==> src/rtl/arb_pkg.sv <==
// Shared definitions for the data-memory arbiter: lock FSM state encoding,
// requester indices and default fairness/burst limits.
package arb_pkg;

   typedef enum logic {
      S_CPU  = 1'b0,
      S_LOCK = 1'b1
   } arb_state_t;

   localparam int REQ_CPU = 0;
   localparam int REQ_DMA = 1;

   localparam int STREAK_MAX_DEF = 4;
   localparam int BURST_MAX_DEF  = 8;

endpackage

==> src/rtl/arb_lock_fsm.sv <==
// Grant qualifier logic for the data-memory arbiter. Holds the lock state,
// the beat count of a locked DMA burst and the CPU streak counter that
// forces a DMA slot when the DMA has been waiting too long.
module arb_lock_fsm
   import arb_pkg::*;
#(
   parameter int STREAK_MAX = STREAK_MAX_DEF,
   parameter int BURST_MAX  = BURST_MAX_DEF
) (
   input  logic clk,
   input  logic rst,
   input  logic cpu_req,
   input  logic dma_req,
   input  logic dma_lock,
   output logic dma_gnt,
   output logic gnt_cpu
);

   localparam bit CAN_LOCK = (BURST_MAX > 1);

   arb_state_t state;
   arb_state_t state_next;
   logic [3:0] streak;
   logic [3:0] streak_next;
   logic [7:0] beats;
   logic [7:0] beats_next;
   logic       streak_full;
   logic       burst_last;

   assign streak_full = (streak == 4'(STREAK_MAX));
   assign burst_last  = (({1'b0, beats} + 9'd1) == 9'(BURST_MAX));

   // Grant decision: CPU wins by default, DMA wins when the CPU is idle, when the CPU streak is exhausted, or always while locked
   always_comb begin
      dma_gnt = 1'b0;
      gnt_cpu = 1'b0;
      if (rst) begin
         case (state)
            S_CPU: begin
               dma_gnt = dma_req && (!cpu_req || streak_full);
               gnt_cpu = cpu_req && !dma_gnt;
            end
            S_LOCK: begin
               dma_gnt = dma_req;
               gnt_cpu = 1'b0;
            end
            default: begin
               dma_gnt = 1'b0;
               gnt_cpu = 1'b0;
            end
         endcase
      end
   end

   // Next lock state and beat count; a dropped request or the final allowed beat ends the burst
   always_comb begin
      state_next = state;
      beats_next = beats;
      case (state)
         S_CPU: begin
            if (dma_gnt && dma_lock && CAN_LOCK) begin
               state_next = S_LOCK;
               beats_next = 8'd1;
            end
         end
         S_LOCK: begin
            if (!dma_req || !dma_lock || burst_last) begin
               state_next = S_CPU;
               beats_next = 8'd0;
            end else begin
               beats_next = beats + 8'd1;
            end
         end
         default: begin
            state_next = S_CPU;
            beats_next = 8'd0;
         end
      endcase
   end

   // Streak counts CPU grants taken while the DMA waits; any DMA grant or idle DMA clears it
   always_comb begin
      streak_next = streak;
      if (dma_gnt || !dma_req) begin
         streak_next = 4'd0;
      end else if (gnt_cpu && !streak_full) begin
         streak_next = streak + 4'd1;
      end
   end

   // State register; reset abandons any burst in progress
   always_ff @(posedge clk) begin
      if (!rst) begin
         state  <= S_CPU;
         streak <= 4'd0;
         beats  <= 8'd0;
      end else begin
         state  <= state_next;
         streak <= streak_next;
         beats  <= beats_next;
      end
   end

endmodule

==> src/rtl/dmem_arbiter.sv <==
// Data-memory port arbiter between the CPU MEM stage and a DMA/loader master.
// Optional performance counters are built when ARB_PERF_CNT_EN is defined;
// otherwise the perf ports read 0 and no counter flops exist.
module dmem_arbiter
   import arb_pkg::*;
#(
   parameter int ADDR_W     = 32,
   parameter int DATA_W     = 32,
   parameter int STREAK_MAX = STREAK_MAX_DEF,
   parameter int BURST_MAX  = BURST_MAX_DEF
) (
   input  logic              clk,
   input  logic              rst,
   input  logic              cpu_rd,
   input  logic              cpu_wr,
   input  logic [ADDR_W-1:0] cpu_addr,
   input  logic [DATA_W-1:0] cpu_wdata,
   output logic [DATA_W-1:0] cpu_rdata,
   output logic              cpu_stall,
   input  logic              dma_req,
   input  logic              dma_we,
   input  logic              dma_lock,
   input  logic [ADDR_W-1:0] dma_addr,
   input  logic [DATA_W-1:0] dma_wdata,
   output logic              dma_gnt,
   output logic [DATA_W-1:0] dma_rdata,
   output logic              dma_rvalid,
   output logic              mem_rd,
   output logic              mem_wr,
   output logic [ADDR_W-1:0] mem_addr,
   output logic [DATA_W-1:0] mem_wdata,
   input  logic [DATA_W-1:0] mem_rdata,
   output logic [31:0]       perf_stall_cnt,
   output logic [31:0]       perf_dma_cnt
);

   logic       cpu_req;
   logic       cpu_read;
   logic       gnt_cpu;
   logic       dma_read_gnt;
   logic [1:0] owner;

   assign cpu_req  = cpu_rd | cpu_wr;
   assign cpu_read = cpu_rd && !cpu_wr;

   arb_lock_fsm #(
      .STREAK_MAX(STREAK_MAX),
      .BURST_MAX (BURST_MAX)
   ) u_lock_fsm (
      .clk     (clk),
      .rst     (rst),
      .cpu_req (cpu_req),
      .dma_req (dma_req),
      .dma_lock(dma_lock),
      .dma_gnt (dma_gnt),
      .gnt_cpu (gnt_cpu)
   );

   assign owner[REQ_CPU] = gnt_cpu;
   assign owner[REQ_DMA] = dma_gnt;

   assign cpu_stall    = rst && cpu_req && !gnt_cpu;
   assign cpu_rdata    = (owner[REQ_CPU] && cpu_read) ? mem_rdata : '0;
   assign dma_read_gnt = owner[REQ_DMA] && !dma_we;

   // Memory port mux: the granted requester drives the port, an idle port is driven to zero
   always_comb begin
      mem_rd    = 1'b0;
      mem_wr    = 1'b0;
      mem_addr  = '0;
      mem_wdata = '0;
      if (owner[REQ_DMA]) begin
         mem_rd    = !dma_we;
         mem_wr    = dma_we;
         mem_addr  = dma_addr;
         mem_wdata = dma_wdata;
      end else if (owner[REQ_CPU]) begin
         mem_rd    = cpu_read;
         mem_wr    = cpu_wr;
         mem_addr  = cpu_addr;
         mem_wdata = cpu_wdata;
      end
   end

   // DMA read data is captured at the grant edge and held until the next granted read
   always_ff @(posedge clk) begin
      if (!rst) begin
         dma_rvalid <= 1'b0;
         dma_rdata  <= '0;
      end else begin
         dma_rvalid <= dma_read_gnt;
         if (dma_read_gnt) begin
            dma_rdata <= mem_rdata;
         end
      end
   end

`ifdef ARB_PERF_CNT_EN
   logic [31:0] stall_cnt;
   logic [31:0] dma_cnt;

   // Free-running wrapping counters of CPU stall cycles and DMA beats
   always_ff @(posedge clk) begin
      if (!rst) begin
         stall_cnt <= 32'd0;
         dma_cnt   <= 32'd0;
      end else begin
         if (cpu_stall) begin
            stall_cnt <= stall_cnt + 32'd1;
         end
         if (dma_gnt) begin
            dma_cnt <= dma_cnt + 32'd1;
         end
      end
   end

   assign perf_stall_cnt = stall_cnt;
   assign perf_dma_cnt   = dma_cnt;
`else
   assign perf_stall_cnt = 32'd0;
   assign perf_dma_cnt   = 32'd0;
`endif

endmodule

==> config.mk <==
export PLATFORM = sky130hd
export DESIGN_NAME = dmem_arbiter
export DESIGN_NICKNAME = d
export VERILOG_FILES = /design/src/rtl/arb_pkg.sv /design/src/rtl/arb_lock_fsm.sv /design/src/rtl/dmem_arbiter.sv
export SDC_FILE = /design/constraint.sdc
export NUM_CORES = 1
export LEC_CHECK = 0
export BUFFER_PORTS_ARGS = -buffer_cell sky130_fd_sc_hd__buf_2
export CAP_MARGIN = 0
export CORE_AREA = 4 4 140 142
export DETAILED_ROUTE_END_ITERATION = 8
export DIE_AREA = 0 0 144 146
export GPL_ROUTABILITY_DRIVEN = 0
export SYNTH_ARGS = -nofsm -noshare
export SYNTH_HDL_FRONTEND = slang
export SYNTH_SLANG_ARGS = --single-unit
==> constraint.sdc <==
create_clock -name clk -period 2.3 [get_ports clk]
set_clock_uncertainty 0.1 [all_clocks]
set_input_delay 0 -clock clk [delete_from_list [all_inputs] [get_ports clk]]
set_output_delay 0 -clock clk [all_outputs]
set_load 0.1 [all_outputs]
==> results.txt, run 1 <==
The max-slew violation total from the final report was 0. Cell internal power was estimated by the tool at 2.00 mW. Derived from the worst setup path, the maximum achievable clock frequency is 0.438 GHz.

The worst pin sits at a relative slew slack of 60.1%. The synthesized design contains 0 enable-type register cells. The placeable core region is 18500 um2. Data on the critical path is required at its endpoint by 2.20 ns. Setup repair after global routing could not meet its margin everywhere.

The H-tree generated during clock tree synthesis spans 2 levels. Horizontal die dimension: 144 um. The slack of the critical path is 0.0191 ns, and the via density per instance is 4.14.

The commonest cells after synthesis are sky130_fd_sc_hd__buf_4, sky130_fd_sc_hd__a22o_1, sky130_fd_sc_hd__dfxtp_1, sky130_fd_sc_hd__and2_1. Origin of the critical flop-to-flop path: u_lock_fsm.streak[0]. TritonCTS built the clock tree. The global routing stage identified its most utilized layer as met2. The number of antenna diodes in the final layout is 0. Once detailed placement completed, the half-perimeter wirelength came to 11900 um.

Entering global routing, the biggest net connects 51 pins. For this design the total switching power over the nets is 1.85 mW. By startpoint and endpoint, the worst setup path is classified as flop to output port. For this design the ratio of total power to cell area is 524 nW/um2. The post-CTS clock slew at the launch and capture registers of the worst setup and hold paths is 0.07 ns. For the cell area after placement, the log shows 6530 um2. The first detailed-routing pass ran for 4 iterations. The worst path needs 2.28 ns of the cycle, external delays included. Largest area contributor in the netlist: sky130_fd_sc_hd__dfxtp_1. The main flop type after synthesis is sky130_fd_sc_hd__dfxtp_1.

The number of ports placed on the die boundary was 364. Largest voltage drop on the vdd net: 299 uV. The type of the worst min-delay path is input pin to flop.

The maximum clock insertion buffer count was 2; the wire length per cell after detailed routing was 16.9 um. Compared with the post-synthesis result, the final layout area differs by 118%. In this run switching power makes up 48.2% of total power.

Worst-case register-to-register setup slack: 0.24 ns. Row generation in the floorplan step produced 50 rows. In the post-synthesis netlist, the cell with the most instances is sky130_fd_sc_hd__buf_4. The fraction of layout instances using a drive strength above 1 is 61.6%. The transition at the pin with the smallest max-transition slack is 0.596 ns, and the maximum net fanout on the critical path is 8. Once the floorplan was initialized, standard cells occupied 18.3% of the core. The total negative slack for setup checks was 0 ns; the worst hold path depth was 3.

Number of max-cap violations: 0. The remaining routing DRC violations is 0. Vertical die dimension: 146 um. The largest stage delay on the critical path was 0.33 ns.

The total of warnings raised by yosys was 0; the netlist area before placement was 3370 um2. Synthesis inferred 46 register bits. The critical path goes through inv_2 -> ha_2 -> and3b_2 -> a21o_4 -> nor3b_4 -> buf_6 -> clkbuf_16 -> and2_4 -> buf_12.

The run gives 3.41 nW as the static power due to leakage. The capturing element type of the critical path was an output port. The run gives 1 as the number of antenna violations at the first check in global routing.

After filler insertion, the fill cell instance count of the layout stands at 1756. The die covers 21000 um2. The post-synthesis area per instance is 8.90 um2, and the fraction of post-synthesis cell area in the top cell type by area is 27.3%.

Global routing used 4.04% of the available met3 tracks. Hold path startpoint: dma_req. The tools report the endpoint of the worst hold-timing path as u_lock_fsm.beats[0]. The clock power share was 21.9%; the post-route standard cell area excluding fillers was 7340 um2.

The final layout contains 888 nets. Per report_power, the sequential group accounts for 21.2% of the total. Across every metal layer, demand over resource in global routing totals 13.3%. The via count of the first global-routing pass was 3877. The worst reg-to-reg path cell count was 8. The flow ran to the end, and the final reports show no timing, DRC or antenna violations. Synthesis produced 379 cells. The logs give 27.3% for the sequential area share after synthesis and 135 for the number of DRC markers in iteration 0. Wires add up to 16100 um. The terminus of the critical flop-to-flop path was u_lock_fsm.beats[7]. OpenSTA, run right after detailed placement, puts the worst setup slack at 0.124 ns.

Post-route fraction of the period consumed by the critical path: 99.2%. The cell type of the slowest stage on the worst timing path was sky130_fd_sc_hd__dfxtp_2. Final hold slack: 0.0702 ns.

The count of nets left with antenna violations once routing finished came out at 0. The met2 track utilization from global routing is 23.6%, and the number of buffers inserted by port buffering is 299. Clock latency on the worst-skew pair, taken at its later pin, is 0.29 ns. For the final setup violation count, the log shows 0. STA classifies the critical path startpoint as a flop. In the global route stage, met1 resource usage came out at 15.9%. The combinational fraction of design power is 56.9%, and the number of buffers added by the clock tree synthesis step is 5. For the worst setup path, the data arrival time is 2.18 ns. The total count of hold-check failures in the final report is 0. The number of library cell types mapped by synthesis is 42, and the global route total overflow is 0. The async set or reset register ratio after synthesis came out at 0%. In this run the clock root is driven by a sky130_fd_sc_hd__clkbuf_16. The number of clock sinks seen by CTS was 46. Across all layers, the routed design uses 3942 vias. After synthesis, the cell types taking the most area are sky130_fd_sc_hd__dfxtp_1, sky130_fd_sc_hd__a22o_1, sky130_fd_sc_hd__buf_4, sky130_fd_sc_hd__mux2i_1, sky130_fd_sc_hd__and2_1. First-pass GRT wire length: 22000 um.
-- cells by family (layout without fill, tap and decap cells) --
| group | after synthesis | count (layout) | share of synthesized area, % |
|---|---|---|---|
| and+or+nand+nor | 106 | 106 | 18.9 |
| buffers and inverters | 97 | 373 | 19.0 |
| AOI/OAI and AO/OA | 86 | 86 | 21.8 |
| DFF | 46 | 46 | 27.3 |
| muxes | 34 | 34 | 10.1 |
| xor gates and xnor gates | 5 | 5 | 1.30 |
| adders and majority gates | 4 | 4 | 1.48 |
| other | 1 | 64 | 0.111 |
-- cells in the final DEF, fill, tap and decap left out, types with 4 or more instances in the layout --
cell	instances
sky130_fd_sc_hd__dfxtp_1	44
sky130_fd_sc_hd__nor2_1	8
sky130_fd_sc_hd__dlygate4sd3_1	35
sky130_fd_sc_hd__mux2i_1	34
sky130_fd_sc_hd__conb_1	64
sky130_fd_sc_hd__a21oi_1	5
sky130_fd_sc_hd__nand3_1	5
sky130_fd_sc_hd__a22o_2	60
sky130_fd_sc_hd__nand2_1	6
sky130_fd_sc_hd__buf_4	14
sky130_fd_sc_hd__buf_2	200
sky130_fd_sc_hd__clkbuf_16	7
sky130_fd_sc_hd__a22o_1	6
sky130_fd_sc_hd__nor2b_1	34
sky130_fd_sc_hd__buf_12	103
sky130_fd_sc_hd__and2_4	32
sky130_fd_sc_hd__inv_1	4
-- power by group through the flow --
stage                     logic (mW)  clock network, mW  registers, mW
after floorplan                 1.44                  0          0.894
after global placement          2.07                  0          0.833
after detailed placement        2.07                  0          0.834
after CTS                       2.17              0.874          0.816
after global routing            2.25              0.895          0.817
final                           2.19              0.843          0.816
-- per-layer routing --
layer	part of all wire [%]	vias up
met3	9.2	16
met4	0.96	0
met2	51	202
met1	39	1836
li1	-	1888
met5	0	-
-- cell type report --
class / instances / area [um2] / share of cell area (%)
multi-input combinational: 299 / 2270 / 30.9
clock buffer: 6 / 129 / 1.75
inverter: 6 / 22.5 / 0.307
sequential: 46 / 923 / 12.6
tap: 234 / 293 / 3.99
timing repair buffer: 359 / 3670 / 50.0
clock inverter: 2 / 37.5 / 0.511
-- repair_timing --
| action | in CTS | in global routing |
|---|---|---|
| hold buffers | 35 | 0 |
| resized for setup | 28 | 19 |
| pin swaps | 7 | 13 |
| hold endpoints to repair | 34 | 0 |
| endpoints found under the setup margin | 97 | 61 |
| cloned | 3 | 2 |
| buffers inserted | 5 | 4 |
-- critical path, delay by kind of cell, from the launching register on --
family          cells  cell delay [ns]
compound gates      1             0.24
fa+ha+maj           1             0.16
buf+inv             4             0.52
flops               1             0.33
simple gates        3             0.63
-- metrics by stage --
stage / total power, mW / utilization, % / std cells
global placement: 2.90 / 35.4 / 895
CTS: 3.86 / 39.2 / 946
floorplan: 2.34 / - / 442
global route: 3.96 / 39.8 / 952
finish: 3.85 / 39.8 / 952
detailed placement: 2.91 / 35.4 / 895
-- flip-flops by register name (all words and copies together) (netlist names) --
signal,count
dma_rdata,32
u_lock_fsm.beats,8
u_lock_fsm.streak,4
dma_rvalid,1
u_lock_fsm.state,1
-- worst max-delay path by stage --
stage                               startpoint       endpoint  slack [ns]  depth (start not counted)
after global routing      u_lock_fsm.streak[0]  cpu_rdata[12]       -0.07                          9
after floorplan           u_lock_fsm.streak[0]   mem_addr[22]        0.03                          7
after global placement    u_lock_fsm.streak[0]   mem_addr[15]        0.18                          8
after CTS                 u_lock_fsm.streak[1]   cpu_rdata[9]       -0.03                          8
final                     u_lock_fsm.streak[0]  cpu_rdata[12]        0.02                          9
after detailed placement  u_lock_fsm.streak[0]   mem_addr[15]        0.12                          8
(Power assumes the default switching activity.)
==> run 2: changes to the inputs <==
==> constraint.sdc (replaced) <==
create_clock -name clk -period 2.9 [get_ports clk]
set_clock_uncertainty 0.1 [all_clocks]
set_input_delay 0 -clock clk [delete_from_list [all_inputs] [get_ports clk]]
set_output_delay 0 -clock clk [all_outputs]
set_load 0.1 [all_outputs]
==> run 2 against run 1 <==
Sequential power down 21%. Final area fell by 20%. Global-route usage fell by 1.1 points. Clock power is 28% lower. Routed wire length is 11% lower. Via count fell by 4.5%. Combinational power shrank 35%. Critical path type unchanged.
==> results.txt, run 2 (synthesized netlist as in run 1, its figures left out) <==
The run finished with clean final reports. The critical path is of the flop to output port type. At the worst endpoint, the required time is 2.80 ns.

In this run the deepest clock path goes through 2 buffers. The top cell types in the final layout, fill and taps aside, are sky130_fd_sc_hd__buf_2, sky130_fd_sc_hd__a22o_1, sky130_fd_sc_hd__conb_1. At the pin with the least slew margin, the transition time is 1.08 ns. Hold timing on the final database bottoms out at a slack of 0.0802 ns. The number of antenna violations at the first check in global routing came out at 5.

For the post-layout net count, the log shows 867. After clock tree synthesis, the clock-pin slew on the worst setup and hold paths is 0.07 ns. 0 antenna diodes ended up in the layout.

The capturing element type of the critical path was an output port. The initialized floorplan defines 50 standard-cell rows. The via count came out at 3766. The post-layout utilization of the core was 31.7%; the area growth from synthesis to final layout was 73.4%. The maximum net fanout on the critical path works out to 65. The number of optimization iterations in the first detailed-route pass is 4, and the fraction of layout instances using a drive strength above 1 is 46.1%. The vertical die dimension works out to 146 um. Largest voltage drop on the vdd net: 381 uV. At the worst endpoint, the arrival time is 2.54 ns.

Register bank with the most flops: dma_rdata. The initial utilization of the core area, before any placement, comes to 18.3%. The core region is 18500 um2. Traced cell by cell, the critical path runs through inv_1 -> ha_1 -> and3b_1 -> nor3_2 -> nor2_4 -> buf_6 -> a22o_1 -> buf_2. Clock tree synthesis selected as its root buffer the cell sky130_fd_sc_hd__clkbuf_16. The first global-routing pass estimated 20200 um of wire. The total negative slack for setup checks was 0 ns; the remaining number of nets flagged by the antenna check after routing was 0. The worst reg-to-reg path cell count is 6, and the latest clock arrival within the worst-skew pair is 0.29 ns.

The setup slack after placement was 0.429 ns. For this block, the routed nets add up to 14300 um of wire. Worst hold path depth: 3. Leaving out fill and tap cells, the most frequent cell in the layout is sky130_fd_sc_hd__buf_2. After detailed routing, the average wire length per cell comes to 15.4 um.

The die footprint was 21000 um2; the maximum clock rate was 0.379 GHz. In this run the horizontal extent of the chip is 144 um. For this run, design rule violations remaining after detail routing come to 0. Summed over all cells, the static leakage comes to 2.92 nW.

The clock drives 46 sinks. The HPWL after detailed placement was 11400 um; the final critical delay including setup and external delays was 2.64 ns. The worst pin sits at a relative slew slack of 27.8%.

The total count of hold-check failures in the final report was 0. Global routing finished with a remaining overflow of 0. The run gives 3632 as the via count of the first global-routing pass.

The startpoint identified for the worst hold timing path is dma_req. The endpoint identified for the worst register-to-register timing path is dma_rdata[7]. The number of buffers added by the clock tree synthesis step is 5, and the total power of the final layout is 2.67 mW. Setup repair after global routing left no endpoint under its margin. Once routing completed, OpenROAD measured the worst setup slack at 0.261 ns.

Number of DRC markers in iteration 0: 133. STA classifies the critical path startpoint as a flop. The total routing usage reported by global routing is 12.2%.

The via density per instance is 4.05, and the buffer and inverter count on the worst path is 3. Across the run, the number of max-cap violations was 0. The largest single stage delay on the critical path is 0.41 ns. The logs give 0 for the max-slew violation total from the final report and 364 for the number of ports placed on the die boundary.

TritonCTS built the clock tree. For the worst-case register-to-register setup slack, the log shows 0.60 ns. Buffers placed on the I/O ports in this run total 299. The final setup violation count is 0.

The type of the worst min-delay path was input pin to flop. The post-route fraction of the period consumed by the critical path came out at 91.0%. In the final layout, the registers with the most flip-flops are dma_rdata: 32 flops, u_lock_fsm.beats: 8 flops, u_lock_fsm.streak: 4 flops. Among cell families on the critical path, the largest total delay comes from simple AND/OR/NAND/NOR gates.

The endpoint of the worst hold-timing path is u_lock_fsm.beats[0]. The run gives 2 as the number of levels the H-tree was split into. The cell type of the slowest stage on the worst timing path was sky130_fd_sc_hd__nor3_2. The worst register-to-register path begins at u_lock_fsm.streak[0]. Dividing total power by cell area gives a power density of 457 nW/um2. Entering global routing, the biggest net connects 66 pins. The flip-flop count of the largest register after layout came out at 32.
-- run 2: cell count changes in the layout (fill, tap and decap cells not counted), sizes merged --
cell / previous run / this run
bufinv: 1 / 0
clkbuf: 8 / 7
buf: 322 / 303
clkinvlp: 1 / 0
inv: 6 / 7
-- run 2: timing repair --
action	in CTS	in global routing
setup buffers	0	0
endpoints found under the setup margin	0	2
hold endpoints to repair	34	0
hold buffers	35	0
resized for setup	0	1
-- run 2: report_power, final --
part	switching, mW	internal [mW]
Sequential	0.00638	0.640
Combinational	1.14	0.280
Clock	0.256	0.347
Total	1.41	1.27
-- run 2: how the worst max path moves through the flow --
stage	start	end	slack, ns	cells past startpoint
6_report	u_lock_fsm.streak[0]	mem_wdata[8]	0.26	8
5_1_grt	u_lock_fsm.streak[0]	mem_wdata[8]	0.14	8
4_1_cts	u_lock_fsm.streak[0]	mem_wdata[8]	0.10	8
3_5_place_dp	u_lock_fsm.streak[0]	mem_wdata[8]	0.43	8
3_3_place_gp	u_lock_fsm.streak[0]	mem_wdata[8]	0.43	8
2_1_floorplan	u_lock_fsm.streak[0]	mem_addr[22]	0.43	7
-- run 2: area by class of cell --
cell class,count,area [um2]
fillers,1932,12600
repair buffers,338,2390
multi-input cells,299,2070
flip-flops and latches,46,921
well taps,234,293
clock buffers,7,143
inverters,6,22.5
clock inverters,1,8.76
-- run 2: tightest hold or removal path, cell delays in order --
cell and delay, ns:
sky130_fd_sc_hd__buf_2 0.15, sky130_fd_sc_hd__nand4_1 0.16, sky130_fd_sc_hd__o32ai_1 0.11
-- run 2: through the flow --
step / area, um2 / cells
after floorplan: 3620 / 442
after global placement: 5350 / 888
after detailed placement: 5350 / 888
after CTS: 5850 / 931
after global routing: 5850 / 931
final: 5850 / 931
-- run 2: metal layers --
| metal | share of wire [%] | GRT usage (%) | routed length (um) | vias to the layer above |
|---|---|---|---|---|
| met4 | 1.3 | 2.78 | 188 | 4 |
| met2 | 49 | 22.4 | 7100 | 219 |
| met1 | 37 | 13.6 | 5340 | 1684 |
| met5 | 0.15 | 0 | 21 | - |
| li1 | - | - | - | 1841 |
| met3 | 12 | 4.01 | 1690 | 18 |
